--- config.mk ---
export PLATFORM = sky130hd
export DESIGN_NAME = lift_call_scheduler
export DESIGN_NICKNAME = d
export VERILOG_FILES = /design/src/rtl/lift_sched_pkg.sv /design/src/rtl/lift_sched_dir.sv /design/src/rtl/lift_call_scheduler.sv
export SDC_FILE = /design/constraint.sdc
export NUM_CORES = 1
export LEC_CHECK = 0
export BUFFER_PORTS_ARGS = -buffer_cell sky130_fd_sc_hd__buf_2
export CORE_UTILIZATION = 40
export CTS_CLUSTER_DIAMETER = 200
export DETAILED_ROUTE_END_ITERATION = 8
export PLACE_DENSITY = 0.63
export SYNTH_ARGS = -nofsm -noshare
export SYNTH_HDL_FRONTEND = slang
export SYNTH_SLANG_ARGS = --single-unit
--- constraint.sdc ---
create_clock -name clk -period 4.1 [get_ports clk]
set_input_delay 0.615 -clock clk [delete_from_list [all_inputs] [get_ports clk]]
set_output_delay 0.615 -clock clk [all_outputs]
set_load 0.03 [all_outputs]
--- src/rtl/lift_sched_pkg.sv ---
// Purpose : shared state encoding, lock keys and lock window bounds for the lift call scheduler.
// Latency : n/a (constants and types only).
// Backpressure: n/a.
package lift_sched_pkg;

    typedef enum logic [1:0] {
        IDLE = 2'd0,
        MOVE = 2'd1,
        DOOR = 2'd2,
        STOP = 2'd3
    } state_t;

    // Lock keys, one per window of the 44-cycle lock period.
    localparam logic [13:0] KEY_W0 = 14'd4765;
    localparam logic [13:0] KEY_W1 = 14'd3070;
    localparam logic [13:0] KEY_W2 = 14'd12731;
    localparam logic [13:0] KEY_W3 = 14'd5960;

    // Last count value (inclusive) of each lock window.
    localparam logic [5:0] WIN0_END = 6'd10;
    localparam logic [5:0] WIN1_END = 6'd21;
    localparam logic [5:0] WIN2_END = 6'd32;
    localparam logic [5:0] WIN3_END = 6'd43;

endpackage

--- src/rtl/lift_sched_dir.sv ---
// Purpose : flags whether any pending call lies above or below the current floor.
// Latency : combinational, zero cycles.
// Backpressure: none; pure function of its inputs.
// Ports   : call_pending (pending set), cur_floor (car position) -> pending_above, pending_below.
module lift_sched_dir
    import lift_sched_pkg::*;
#(
    parameter int FLOORS  = 8,
    parameter int FLOOR_W = 3
) (
    input  logic [FLOORS-1:0]  call_pending,
    input  logic [FLOOR_W-1:0] cur_floor,
    output logic               pending_above,
    output logic               pending_below
);

    always_comb begin
        pending_above = 1'b0;
        pending_below = 1'b0;
        for (int i = 0; i < FLOORS; i++) begin
            if (call_pending[i] && (FLOOR_W'(i) > cur_floor)) pending_above = 1'b1;
            if (call_pending[i] && (FLOOR_W'(i) < cur_floor)) pending_below = 1'b1;
        end
    end

endmodule

--- src/rtl/lift_call_scheduler.sv ---
// Purpose : SCAN call scheduler and motion/door sequencer for one lift car.
// Latency : call at an idle car's floor opens the door 2 cycles after call_req (latch + transition).
// Backpressure: none; calls are sticky in call_pending until served, and dropped while stopped.
// Ports   : clk, rst (sync, active high), call_req[FLOORS], estop ->
//           call_pending, cur_floor, dir_up, moving, door_open, arrive, idle.
//           Macro LIFT_SCHED_LOCK_EN adds keyinput[14] and a time-windowed key lock.
module lift_call_scheduler
    import lift_sched_pkg::*;
#(
    parameter int FLOORS     = 8,
    parameter int FLOOR_W    = 3,
    parameter int TRAVEL_CYC = 4,
    parameter int DOOR_CYC   = 6
) (
    input  logic               clk,
    input  logic               rst,
    input  logic [FLOORS-1:0]  call_req,
    input  logic               estop,
    output logic [FLOORS-1:0]  call_pending,
    output logic [FLOOR_W-1:0] cur_floor,
    output logic               dir_up,
    output logic               moving,
    output logic               door_open,
    output logic               arrive,
    output logic               idle
`ifdef LIFT_SCHED_LOCK_EN
    ,
    input  logic [13:0]        keyinput
`endif
);

    localparam int TW = $clog2(TRAVEL_CYC) + 1;
    localparam int DW = $clog2(DOOR_CYC) + 1;

    state_t             state, ns_norm, ns;
    logic [TW-1:0]      travel, travel_nxt;
    logic [DW-1:0]      dwell, dwell_nxt;
    logic [FLOORS-1:0]  pend_nxt;
    logic [FLOOR_W-1:0] floor_nxt, next_floor;
    logic               dir_nxt, arrive_nxt;
    logic               above, below, ahead, behind, here;
    logic               trav_tc, dwell_tc, at_limit, absorb, stepping;

    lift_sched_dir #(
        .FLOORS  (FLOORS),
        .FLOOR_W (FLOOR_W)
    ) u_dir (
        .call_pending  (call_pending),
        .cur_floor     (cur_floor),
        .pending_above (above),
        .pending_below (below)
    );

    assign ahead      = dir_up ? above : below;
    assign behind     = dir_up ? below : above;
    assign here       = call_pending[cur_floor];
    assign absorb     = call_req[cur_floor];
    assign trav_tc    = (travel == TW'(TRAVEL_CYC - 1));
    assign dwell_tc   = (dwell == DW'(DOOR_CYC - 1));
    assign at_limit   = dir_up ? (cur_floor == FLOOR_W'(FLOORS - 1)) : (cur_floor == '0);
    assign next_floor = dir_up ? cur_floor + FLOOR_W'(1) : cur_floor - FLOOR_W'(1);

    // Next state. On a travel terminal count the bit for next_floor is known
    // to be 0 in the non-DOOR branches, so "ahead" of the current floor is
    // exactly "ahead" of the floor being entered.
    always_comb begin
        ns_norm = state;
        case (state)
            IDLE: begin
                if (here)                 ns_norm = DOOR;
                else if (ahead || behind) ns_norm = MOVE;
            end
            MOVE: begin
                if (trav_tc) begin
                    if (at_limit)                     ns_norm = IDLE;
                    else if (call_pending[next_floor]) ns_norm = DOOR;
                    else if (ahead)                   ns_norm = MOVE;
                    else                              ns_norm = IDLE;
                end
            end
            DOOR: begin
                if (absorb)        ns_norm = DOOR;
                else if (dwell_tc) ns_norm = IDLE;
            end
            default: ns_norm = IDLE;
        endcase
        if (estop) ns_norm = STOP;
    end

`ifdef LIFT_SCHED_LOCK_EN
    logic [5:0]  win;
    logic [13:0] win_key;
    state_t      win_decoy;

    always_ff @(posedge clk) begin
        if (rst)                  win <= '0;
        else if (win == WIN3_END) win <= '0;
        else                      win <= win + 6'd1;
    end

    always_comb begin
        win_key   = KEY_W3;
        win_decoy = STOP;
        if (win <= WIN0_END) begin
            win_key   = KEY_W0;
            win_decoy = IDLE;
        end else if (win <= WIN1_END) begin
            win_key   = KEY_W1;
            win_decoy = MOVE;
        end else if (win <= WIN2_END) begin
            win_key   = KEY_W2;
            win_decoy = DOOR;
        end
    end

    assign ns = (keyinput == win_key) ? ns_norm : win_decoy;
`else
    assign ns = ns_norm;
`endif

    // Datapath follows the final next state so a forced state stays coherent.
    always_comb begin
        stepping   = (state == MOVE) && trav_tc && !at_limit && (ns != STOP);
        floor_nxt  = stepping ? next_floor : cur_floor;
        dir_nxt    = dir_up;
        if ((state == IDLE) && (ns == MOVE) && !here && !ahead && behind)
            dir_nxt = ~dir_up;
        travel_nxt = ((ns == MOVE) && (state == MOVE) && !trav_tc) ? travel + TW'(1) : '0;
        dwell_nxt  = ((ns == DOOR) && (state == DOOR) && !absorb && !dwell_tc) ? dwell + DW'(1) : '0;
        pend_nxt   = call_pending;
        if ((state != STOP) && (ns != STOP))
            pend_nxt = call_pending | call_req;
        // Clear after merge: a call for the served floor is absorbed.
        if (ns == DOOR)
            pend_nxt[floor_nxt] = 1'b0;
        arrive_nxt = (ns == DOOR) && (state != DOOR);
    end

    always_ff @(posedge clk) begin
        if (rst) begin
            state        <= IDLE;
            call_pending <= '0;
            cur_floor    <= '0;
            dir_up       <= 1'b1;
            travel       <= '0;
            dwell        <= '0;
            arrive       <= 1'b0;
        end else begin
            state        <= ns;
            call_pending <= pend_nxt;
            cur_floor    <= floor_nxt;
            dir_up       <= dir_nxt;
            travel       <= travel_nxt;
            dwell        <= dwell_nxt;
            arrive       <= arrive_nxt;
        end
    end

    assign moving    = (state == MOVE);
    assign door_open = (state == DOOR);
    assign idle      = (state == IDLE);

endmodule

Word-level counts from Yosys, hierarchy flattened
Cells that the tools add are included.
- $add $sub $neg: 4
- $lt $le $gt $ge: 20
- equality and inequality tests: 10
- multiplexer cells: 41
- bitwise gates (word level): 6
- reduce and logical (&&, ||, !) cells: 42
- operators with widths (operator ; number):
    $logic_and 1x1->1 ; 31
    $mux 1 ; 24
    $mux 2 ; 8
    $mux 8 ; 2
    $gt 3x3->1 const A ; 4
    $lt 3x3->1 const A ; 4
    $lt 3x4->1 const B ; 3
    $bmux 1 s3 ; 3
    $and 8x8->8 ; 1
    $not 8->8 ; 1
    $or 8x8->8 ; 1
    $add 3x1->3 const B ; 2
    $gt 1x3->1 const A ; 2
    $gt 2x3->1 const A ; 2
    $logic_not 1->1 ; 6
    $lt 1x3->1 const A ; 2
    $lt 2x3->1 const A ; 2
    $mux 3 ; 2
    $ne 2x2->1 const B ; 3
    $pmux 2 s3 ; 1
    $add 4x1->4 const B ; 1
    $eq 2x1->1 const B ; 2
    $eq 2x2->1 const B ; 2
    $eq 4x3->1 const B ; 1
    other kinds (10) ; 13
- flip-flop bits (word level): 22
- output and inout bits: 16

Depth between registers and ports, before layout
Gate-level depths: netlist (run 1).
- depth after elaboration: 27
- mapped depth: 10
- depth with buffers taken out: 8

By module
Synthesis (run 1) repeated with hierarchy kept, for this count alone.
- cell total of the unflattened synthesis: 157
- area total of the unflattened synthesis: 1440.1 um2
- modules (own cells, without submodules) (module ; times used ; cells each ; area each (um2) ; seq. area each (um2)):
    lift_call_scheduler ; 1 ; 137 ; 1322.5 ; 440.4
    lift_sched_dir ; 1 ; 20 ; 117.6 ; 0.0

Worst setup path after synthesis (run 1)
No wires, ideal clock.
- path kind: reg2reg
- start point: register cur_floor[0]
- end point: register call_pending[0]
- data arrival time: 3.302 ns
- data required time: 4.021 ns
- setup slack: 0.719 ns
- stages on the path, launching flop included: 10
- buffers on the path: 2
- clock period less this slack: 3.381 ns
- cells stage by stage: dfxtp_1 buf_6 clkbuf_1 inv_1 ha_1 xor2_1 mux4_2 a222oi_1 and3b_2 a211oi_2
- word-level cells in the longest chain between the ends: 27
- elaborated cells on any way between the ends: 88
- classes of those cells: add/sub: 2; order compare: 18; eq/ne: 3; mux: 40; bitwise: 2; reduce/logical: 23
- RTL lines (item ; line ; RTL):
    start: declaration ; lift_call_scheduler.sv:20 ; output logic [FLOOR_W-1:0] cur_floor,
    start signal: assignment ; lift_call_scheduler.sv:151 ; cur_floor <= floor_nxt;
    $lt 1x3->1 / $gt 1x3->1 (equally long branches) ; lift_sched_dir.sv:22, lift_sched_dir.sv:21 ;
    $logic_and 1x1->1 (on tied branches) ; lift_sched_dir.sv:22, lift_sched_dir.sv:21 ;
    $mux 1 (on tied branches) (8 in a row) ; lift_sched_dir.sv:22, lift_sched_dir.sv:21 ;
    $mux 1 ; lift_call_scheduler.sv:54 ; assign ahead = dir_up ? above : below;
    $mux 1 ; lift_call_scheduler.sv:77 ; else if (ahead) ns_norm = MOVE;
    $mux 2 ; lift_call_scheduler.sv:76 ; else if (call_pending[next_floor]) ns_norm = DOOR;
    $mux 2 ; lift_call_scheduler.sv:75 ; if (at_limit) ns_norm = IDLE;
    $mux 2 ; lift_call_scheduler.sv:74 ; if (trav_tc) begin
    [... 4 more ...] ; -- ;
    $mux 3 ; lift_call_scheduler.sv:124 ; floor_nxt = stepping ? next_floor : cur_floor;
    $lt 3x4->1 (implied by the code) / $ge 3x1->1 (equally long branches) ; lift_call_scheduler.sv:135 ; pend_nxt[floor_nxt] = 1'b0;
    $logic_and 1x1->1 (implied by the code) ; lift_call_scheduler.sv:135 ;
    $mux 1 (implied by the code) ; lift_call_scheduler.sv:135 ;
    $demux 1 s3 ; lift_call_scheduler.sv:135 ;
    $not 8->8 (no line) ; -- ;
    $and 8x8->8 (no line) ; -- ;
    $mux 8 (*) ; lift_call_scheduler.sv:134 ; if (ns == DOOR)
    end signal: assignment ; lift_call_scheduler.sv:150 ; call_pending <= pend_nxt;
    end: declaration ; lift_call_scheduler.sv:19 ; output logic [FLOORS-1:0] call_pending,
Every way passes the cells marked *; elsewhere a longest branch is shown, timed or not. The select of a mux whose other input is x is not followed.
A chain may end at the register's enable or synchronous reset.

Final worst setup path (run 1)
- start point: register cur_floor[1]
- end point: register call_pending[0]
The elaborated chain is that of the path after synthesis.

==> run metrics, run 1 <==
antenna violations before repair 0; min Tclk post-route 3240 ps; global placement routability congestion 0.791; Vias per Instance 5.58; library cell with the highest instance count after synthesis sky130_fd_sc_hd__dfxtp_1; cell area power density 301 nW/um2; number of pins exceeding their max-slew limit in the final report 0; DRC violations left 0; cell accounting for the most synthesized area sky130_fd_sc_hd__dfxtp_1; Starting Density 0.429; Chip Width 62.5 um; cell class contributing the biggest share of worst-path delay compound AO/OA/AOI/OAI gates; final period utilization 0.790; cell leakage power 0.690 nW; top-area cell type share of the netlist area 0.300; crit path max-delay cell type sky130_fd_sc_hd__dfxtp_1; fmax 0.309 GHz; vias in the first global route 1267; most used standard cells in the synthesized netlist sky130_fd_sc_hd__dfxtp_1 (22), sky130_fd_sc_hd__a21oi_1 (16), sky130_fd_sc_hd__nor2_1 (15), sky130_fd_sc_hd__clkbuf_1 (10), sky130_fd_sc_hd__ha_1 (10); post-DR wirelength/cell 15.7 um; TritonCTS clock tree yes; Root Driver sky130_fd_sc_hd__clkbuf_4; Post-Route Hold Slack 430 ps; Placement Rows 21; setup fix buffers added after clock tree synthesis 0; global router's overall resource usage 0.199; number of setup violations in the final report 0; sequential share of the synthesized area 0.300; count of different cell masters after synthesis 43; H-tree level count 1; class of the worst hold path flip-flop to flip-flop; sequential fraction of design power 0.478; number of synthesized flops with an enable pin 0; Yosys warning count 0; data arrival time of the worst path 3490 ps; actual slew at the worst max-slew pin 880 ps; clock transition time at the flip-flop clock pins of the worst setup and hold paths 140 ps; critical path required time 4350 ps; category of the critical setup timing path flip-flop to flip-flop; proportion of layout cells with a drive suffix above 1 0.238; relative area change from synthesis to final layout 13.3%; first-pass GRT wire length 6210 um; pin count of the biggest net entering global routing 18; sum of negative setup slack 0 ps; net switching fraction of the power 0.287; count of TritonRoute iterations in the first routing pass 4; largest incremental delay on the critical path 670 ps; maximum buffer depth of the clock tree 2; post-cts hold buffer count 0; ant diodes 0; Async S/R FF share, synth 0; Port Buffer Count 26; setup repair after global routing missed its margin no; critical path cell sequence inv_1 -> ha_1 -> xor2_1 -> mux4_2 -> a222oi_1 -> and3b_2 -> a211oi_2; Post-DP HPWL 2740 um; Synth Register Bits 22; number of DRC markers in iteration 0 74; peak fanout along the critical path 15; Synth Instances 166; area of the die 3910 um2; post-synthesis area per instance 8.83 um2; Bufs and invs on worst path 1; net load switching power 0.143 mW; total detailed-routing wirelength 3620 um; crit end category flip-flop; core footprint 3420 um2; Worst setup SP type flip-flop; insertion delay of the later-clocked pin in the worst-skew pair 320 ps; TritonCTS sink count 22; worst vdd ir 0.143 mV; leading cell types by total area after synthesis sky130_fd_sc_hd__dfxtp_1 (30%), sky130_fd_sc_hd__ha_1 (8.5%), sky130_fd_sc_hd__a21oi_1 (5.5%); Die Span Y 62.5 um; total number of nets in the final design 207; Hold Vio Cnt, Final 0; sum of overflow across all layers after global routing 0; Synth Flop Type sky130_fd_sc_hd__dfxtp_1; num ports 27; Num CTS Buffers 3; max-capacitance violation count 0; number of gates given a new drive strength after cts 0; share of power burned in the clock network 0.346; result of the run finished clean; Internal Dissipation 0.356 mW; cell area after synthesis 1470 um2; Net Count, Synth 187; final worst clock skew 10.4 ps; via count 1289; post-detailed-route count of antenna-violating nets 0; part of the power in combinational logic 0.177; Slew headroom 0.413
final timing paths:
check | slack (ps) | to | start | depth (start not counted)
worst min-delay path | 430 | travel[0]$_SDFF_PP0_ | travel[0]$_SDFF_PP0_ | 1
worst max-delay path | 860 | call_pending[0]$_SDFF_PP0_ | cur_floor[1]$_SDFF_PP0_ | 7
worst max register to register | 860 | call_pending[0]$_SDFF_PP0_ | cur_floor[1]$_SDFF_PP0_ | 7
worst min register to register | 430 | travel[0]$_SDFF_PP0_ | travel[0]$_SDFF_PP0_ | 1
routing by layer:
metal	up-vias	share of wire	track usage
met1	616	0.45	0.264
li1	636	-	-
met4	0	0.0083	0.0581
met2	32	0.49	0.326
met5	-	0	0
met3	5	0.052	0.0401
cells in the final DEF, fill, tap and decap left out, types with 5 or more instances in the layout:
cell type                 count
sky130_fd_sc_hd__nor2b_1      5
sky130_fd_sc_hd__nor2_1      15
sky130_fd_sc_hd__o21ai_0      5
sky130_fd_sc_hd__buf_2       26
sky130_fd_sc_hd__nand2_1      9
sky130_fd_sc_hd__dfxtp_1     22
sky130_fd_sc_hd__mux2i_1      6
sky130_fd_sc_hd__inv_1        8
sky130_fd_sc_hd__ha_1        10
sky130_fd_sc_hd__a21oi_1     16
cells by family after synthesis:
logic type,count (synthesis),share of synthesized area
DFF,22,0.300
and+or+nand+nor,50,0.177
xor gates and xnor gates,5,0.0299
buffers and inverters,20,0.0563
AOI/OAI and AO/OA,45,0.213
muxes,14,0.138
adders and majority gates,10,0.0853
sequential cells by signal, summed over array words and instances, names as in the netlist:
name and flops:
dwell 4, state 2, travel 3, arrive 1, call_pending 8, cur_floor 3, dir_up 1
power groups by stage:
| stage | Clock (mW) | Combinational, mW | Sequential, mW |
|---|---|---|---|
| finish | 0.173 | 0.0882 | 0.239 |
| global route | 0.188 | 0.0953 | 0.240 |
| detailed placement | 0 | 0.0881 | 0.243 |
| global placement | 0 | 0.0864 | 0.242 |
| CTS | 0.177 | 0.0883 | 0.239 |
| floorplan | 0 | 0.0561 | 0.247 |
per-stage QoR:
| step | total power, mW | setup slack (ps) | instance area (um2) | instances | util |
|---|---|---|---|---|---|
| 3_3_place_gp | 0.329 | 1110 | 1610 | 227 | 0.471 |
| 6_report | 0.499 | 861 | 1660 | 231 | 0.486 |
| 2_1_floorplan | 0.303 | 719 | 1470 | 166 | - |
| 3_5_place_dp | 0.331 | 933 | 1610 | 227 | 0.471 |
| 4_1_cts | 0.504 | 877 | 1660 | 231 | 0.486 |
| 5_1_grt | 0.523 | 679 | 1660 | 231 | 0.486 |
layout make-up:
class | instances | area (um2)
timing repair buffer | 27 | 138
inverter | 8 | 30.0
fill | 345 | 1750
clock inverter | 1 | 30.0
multi-input combinational | 124 | 943
tap | 46 | 57.6
sequential | 22 | 440
clock buffer | 3 | 22.5
(Power assumes the default switching activity.)
==> run 2: changes to the inputs <==
Clock period 4.1 ns to 3.05 ns, I/O delays scaled along.
==> run 2 against run 1 <==
Via count about the same. Sequential share of layout area decreased by 0.13 points. Highest routed layer unchanged. Fmax is 14% higher. Die area stayed put. Final cell count rose by 0.87%. Critical path type unchanged. Register-to-register slack lost 650 ps. Clock skew shrank 3.5 ps. Combinational power rose by 37%. Count of clock-buffer cells in the layout unchanged. Critical path depth unchanged.
==> run metrics, run 2 (synthesis gave the netlist of run 1 again) <==
global placement routability congestion 0.895 (was 0.791); proportion of layout cells with a drive suffix above 1 0.257 (was 0.238); overall power after layout 0.667 mW (was 0.499 mW); total number of nets in the final design 209 (was 207); max reg flops 8 (unchanged); register-to-register path setup slack 210 ps (was 860 ps); cell class contributing the biggest share of worst-path delay compound AO/OA/AOI/OAI gates (unchanged); net switching fraction of the power 0.278 (was 0.287); r2r worst-path depth 7 (unchanged); Bufs and invs on worst path 1 (unchanged); destination of the worst register-to-register timing path call_pending[2]$_SDFF_PP0_ (was call_pending[0]$_SDFF_PP0_); count of TritonRoute iterations in the first routing pass 4 (unchanged); number of DRC markers in iteration 0 39 (was 74); biggest regs call_pending (8), dwell (4) (unchanged); peak fanout along the critical path 15 (unchanged); core footprint 3420 um2 (unchanged); Starting Density 0.429 (unchanged); insertion delay of the later-clocked pin in the worst-skew pair 310 ps (was 320 ps); post-detailed-route count of antenna-violating nets 0 (unchanged); area of the die 3910 um2 (unchanged); share of power burned in the clock network 0.338 (was 0.346); total detailed-routing wirelength 3450 um (was 3620 um); setup repair after global routing missed its margin no (unchanged); Chip Width 62.5 um (unchanged); ant diodes 0 (unchanged); largest incremental delay on the critical path 560 ps (was 670 ps); net load switching power 0.185 mW (was 0.143 mW); Largest Register call_pending (unchanged); class of the worst hold path input port to flip-flop (was flip-flop to flip-flop); actual slew at the worst max-slew pin 577 ps (was 880 ps); result of the run finished clean (unchanged); final-layout fill cell count 333 (was 345); final worst clock skew 6.90 ps (was 10.4 ps); most common cell after layout, fill and taps aside sky130_fd_sc_hd__buf_2 (unchanged); cell area after layout 1680 um2 (was 1660 um2); Vias per Instance 5.54 (was 5.58); H-tree level count 1 (unchanged); fmax 0.352 GHz (was 0.309 GHz); antenna violations before repair 0 (unchanged); cell area power density 397 nW/um2 (was 301 nW/um2); Post-DP HPWL 2590 um (was 2740 um); DRC violations left 0 (unchanged); post-cts hold buffer count 0 (unchanged); category of the critical setup timing path flip-flop to flip-flop (unchanged); Port Buffer Count 26 (unchanged); critical path required time 3290 ps (was 4350 ps); setup fix buffers added after clock tree synthesis 0 (unchanged); sum of overflow across all layers after global routing 0 (unchanged); crit end category flip-flop (unchanged); clock transition time at the flip-flop clock pins of the worst setup and hold paths 130 ps (was 140 ps); Root Driver sky130_fd_sc_hd__clkbuf_4 (unchanged); Internal Dissipation 0.482 mW (was 0.356 mW); final std cells w/o fill 233 (was 231); pin count of the biggest net entering global routing 18 (unchanged); placement-stage cell area 1630 um2 (was 1610 um2); critical path cell sequence inv_1 -> ha_1 -> xor2_1 -> mux4_2 -> a222oi_1 -> and3b_2 -> a211oi_2 (unchanged); vias in the first global route 1104 (was 1267); worst vdd ir 0.293 mV (was 0.143 mV); num ports 27 (unchanged); leading cell types in the layout, fill and taps excluded sky130_fd_sc_hd__buf_2 (26), sky130_fd_sc_hd__dfxtp_1 (20), sky130_fd_sc_hd__a21oi_1 (16), sky130_fd_sc_hd__nor2_1 (15), sky130_fd_sc_hd__ha_1 (10) (was sky130_fd_sc_hd__buf_2 (26), sky130_fd_sc_hd__dfxtp_1 (22), sky130_fd_sc_hd__a21oi_1 (16), sky130_fd_sc_hd__nor2_1 (15), sky130_fd_sc_hd__ha_1 (10)); data arrival time of the worst path 3080 ps (was 3490 ps); Placement Rows 21 (unchanged); number of gates given a new drive strength after cts 0 (unchanged); critical path launch point cur_floor[1]$_SDFF_PP0_ (unchanged); max-capacitance violation count 0 (unchanged); Slew headroom 0.615 (was 0.413); sequential fraction of design power 0.481 (was 0.478); launch point of the worst reg-to-reg path cur_floor[1]$_SDFF_PP0_ (unchanged); Levels on crit path 7 (unchanged); number of pins exceeding their max-slew limit in the final report 0 (unchanged); Worst setup endpoint call_pending[2]$_SDFF_PP0_ (was call_pending[0]$_SDFF_PP0_); sum of negative setup slack 0 ps (unchanged); Hold Vio Cnt, Final 0 (unchanged); Inst Count DP 229 (was 227); number of setup violations in the final report 0 (unchanged); final period utilization 0.931 (was 0.790); min Tclk post-route 2840 ps (was 3240 ps); maximum buffer depth of the clock tree 2 (unchanged); Worst setup SP type flip-flop (unchanged); relative area change from synthesis to final layout 14.5% (was 13.3%); via count 1290 (was 1289); Post-Route Hold Slack 401 ps (was 430 ps); Num CTS Buffers 3 (unchanged); crit path max-delay cell type sky130_fd_sc_hd__mux4_2 (was sky130_fd_sc_hd__dfxtp_1); TritonCTS sink count 22 (unchanged); cell leakage power 0.700 nW (was 0.690 nW); global router's overall resource usage 0.175 (was 0.199); TritonCTS clock tree yes (unchanged); Die Span Y 62.5 um (unchanged); Hold Startpoint estop (was travel[0]$_SDFF_PP0_); part of the power in combinational logic 0.181 (was 0.177); post-DR wirelength/cell 14.8 um (was 15.7 um); first-pass GRT wire length 5540 um (was 6210 um)
[run 2: cell types whose count changed in the layout (fill, tap and decap cells not counted)]
| cell | before | now |
|---|---|---|
| sky130_fd_sc_hd__dfxtp_1 | 22 | 20 |
| sky130_fd_sc_hd__dfxtp_2 | 0 | 2 |
| sky130_fd_sc_hd__buf_4 | 1 | 3 |
[run 2: how the worst min path moves through the flow]
stage | endpoint | slack (ps) | depth (start not counted)
after floorplan | travel[0]$_SDFF_PP0_ | 400 | 1
after global routing | arrive$_SDFF_PP0_ | 400 | 2
after global placement | travel[0]$_SDFF_PP0_ | 410 | 1
after CTS | arrive$_SDFF_PP0_ | 400 | 2
after detailed placement | travel[0]$_SDFF_PP0_ | 420 | 1
final | arrive$_SDFF_PP0_ | 400 | 2
[run 2: layer usage]
layer  track usage  share of wire
met1         0.249           0.49
met2         0.273           0.47
met3        0.0347          0.037
met4        0.0378         0.0067
met5             0              0
[run 2: area by class of cell]
class	count	area, um2	area share
Tap cell	46	57.6	0.0343
Clock inverter	1	30.0	0.0179
Clock buffer	3	22.5	0.0134
Inverter	8	30.0	0.0179
Timing Repair Buffer	29	153	0.0909
Multi-Input combinational cell	124	943	0.562
Sequential cell	22	443	0.264
[run 2: worst reg2reg max path, stage by stage, from the launching register on]
cell                       delay (ps)
sky130_fd_sc_hd__dfxtp_2          520
sky130_fd_sc_hd__inv_1            170
sky130_fd_sc_hd__ha_1             320
sky130_fd_sc_hd__xor2_1           260
sky130_fd_sc_hd__mux4_2           560
sky130_fd_sc_hd__a222oi_1         420
sky130_fd_sc_hd__and3b_2          310
sky130_fd_sc_hd__a211oi_2         220
[run 2: metrics by stage]
step / setup slack [ps] / util
final: 211 / 0.492
after global routing: 22.4 / 0.492
after CTS: 205 / 0.492
after detailed placement: 255 / 0.476
after global placement: 326 / 0.476
after floorplan: 16.7 / -
[run 2: power by group through the flow]
stage / Sequential, mW / Clock, mW / Combinational [mW]
floorplan: 0.332 / 0 / 0.0755
global placement: 0.326 / 0 / 0.119
detailed placement: 0.327 / 0 / 0.120
CTS: 0.320 / 0.229 / 0.121
global route: 0.323 / 0.245 / 0.130
finish: 0.321 / 0.225 / 0.121
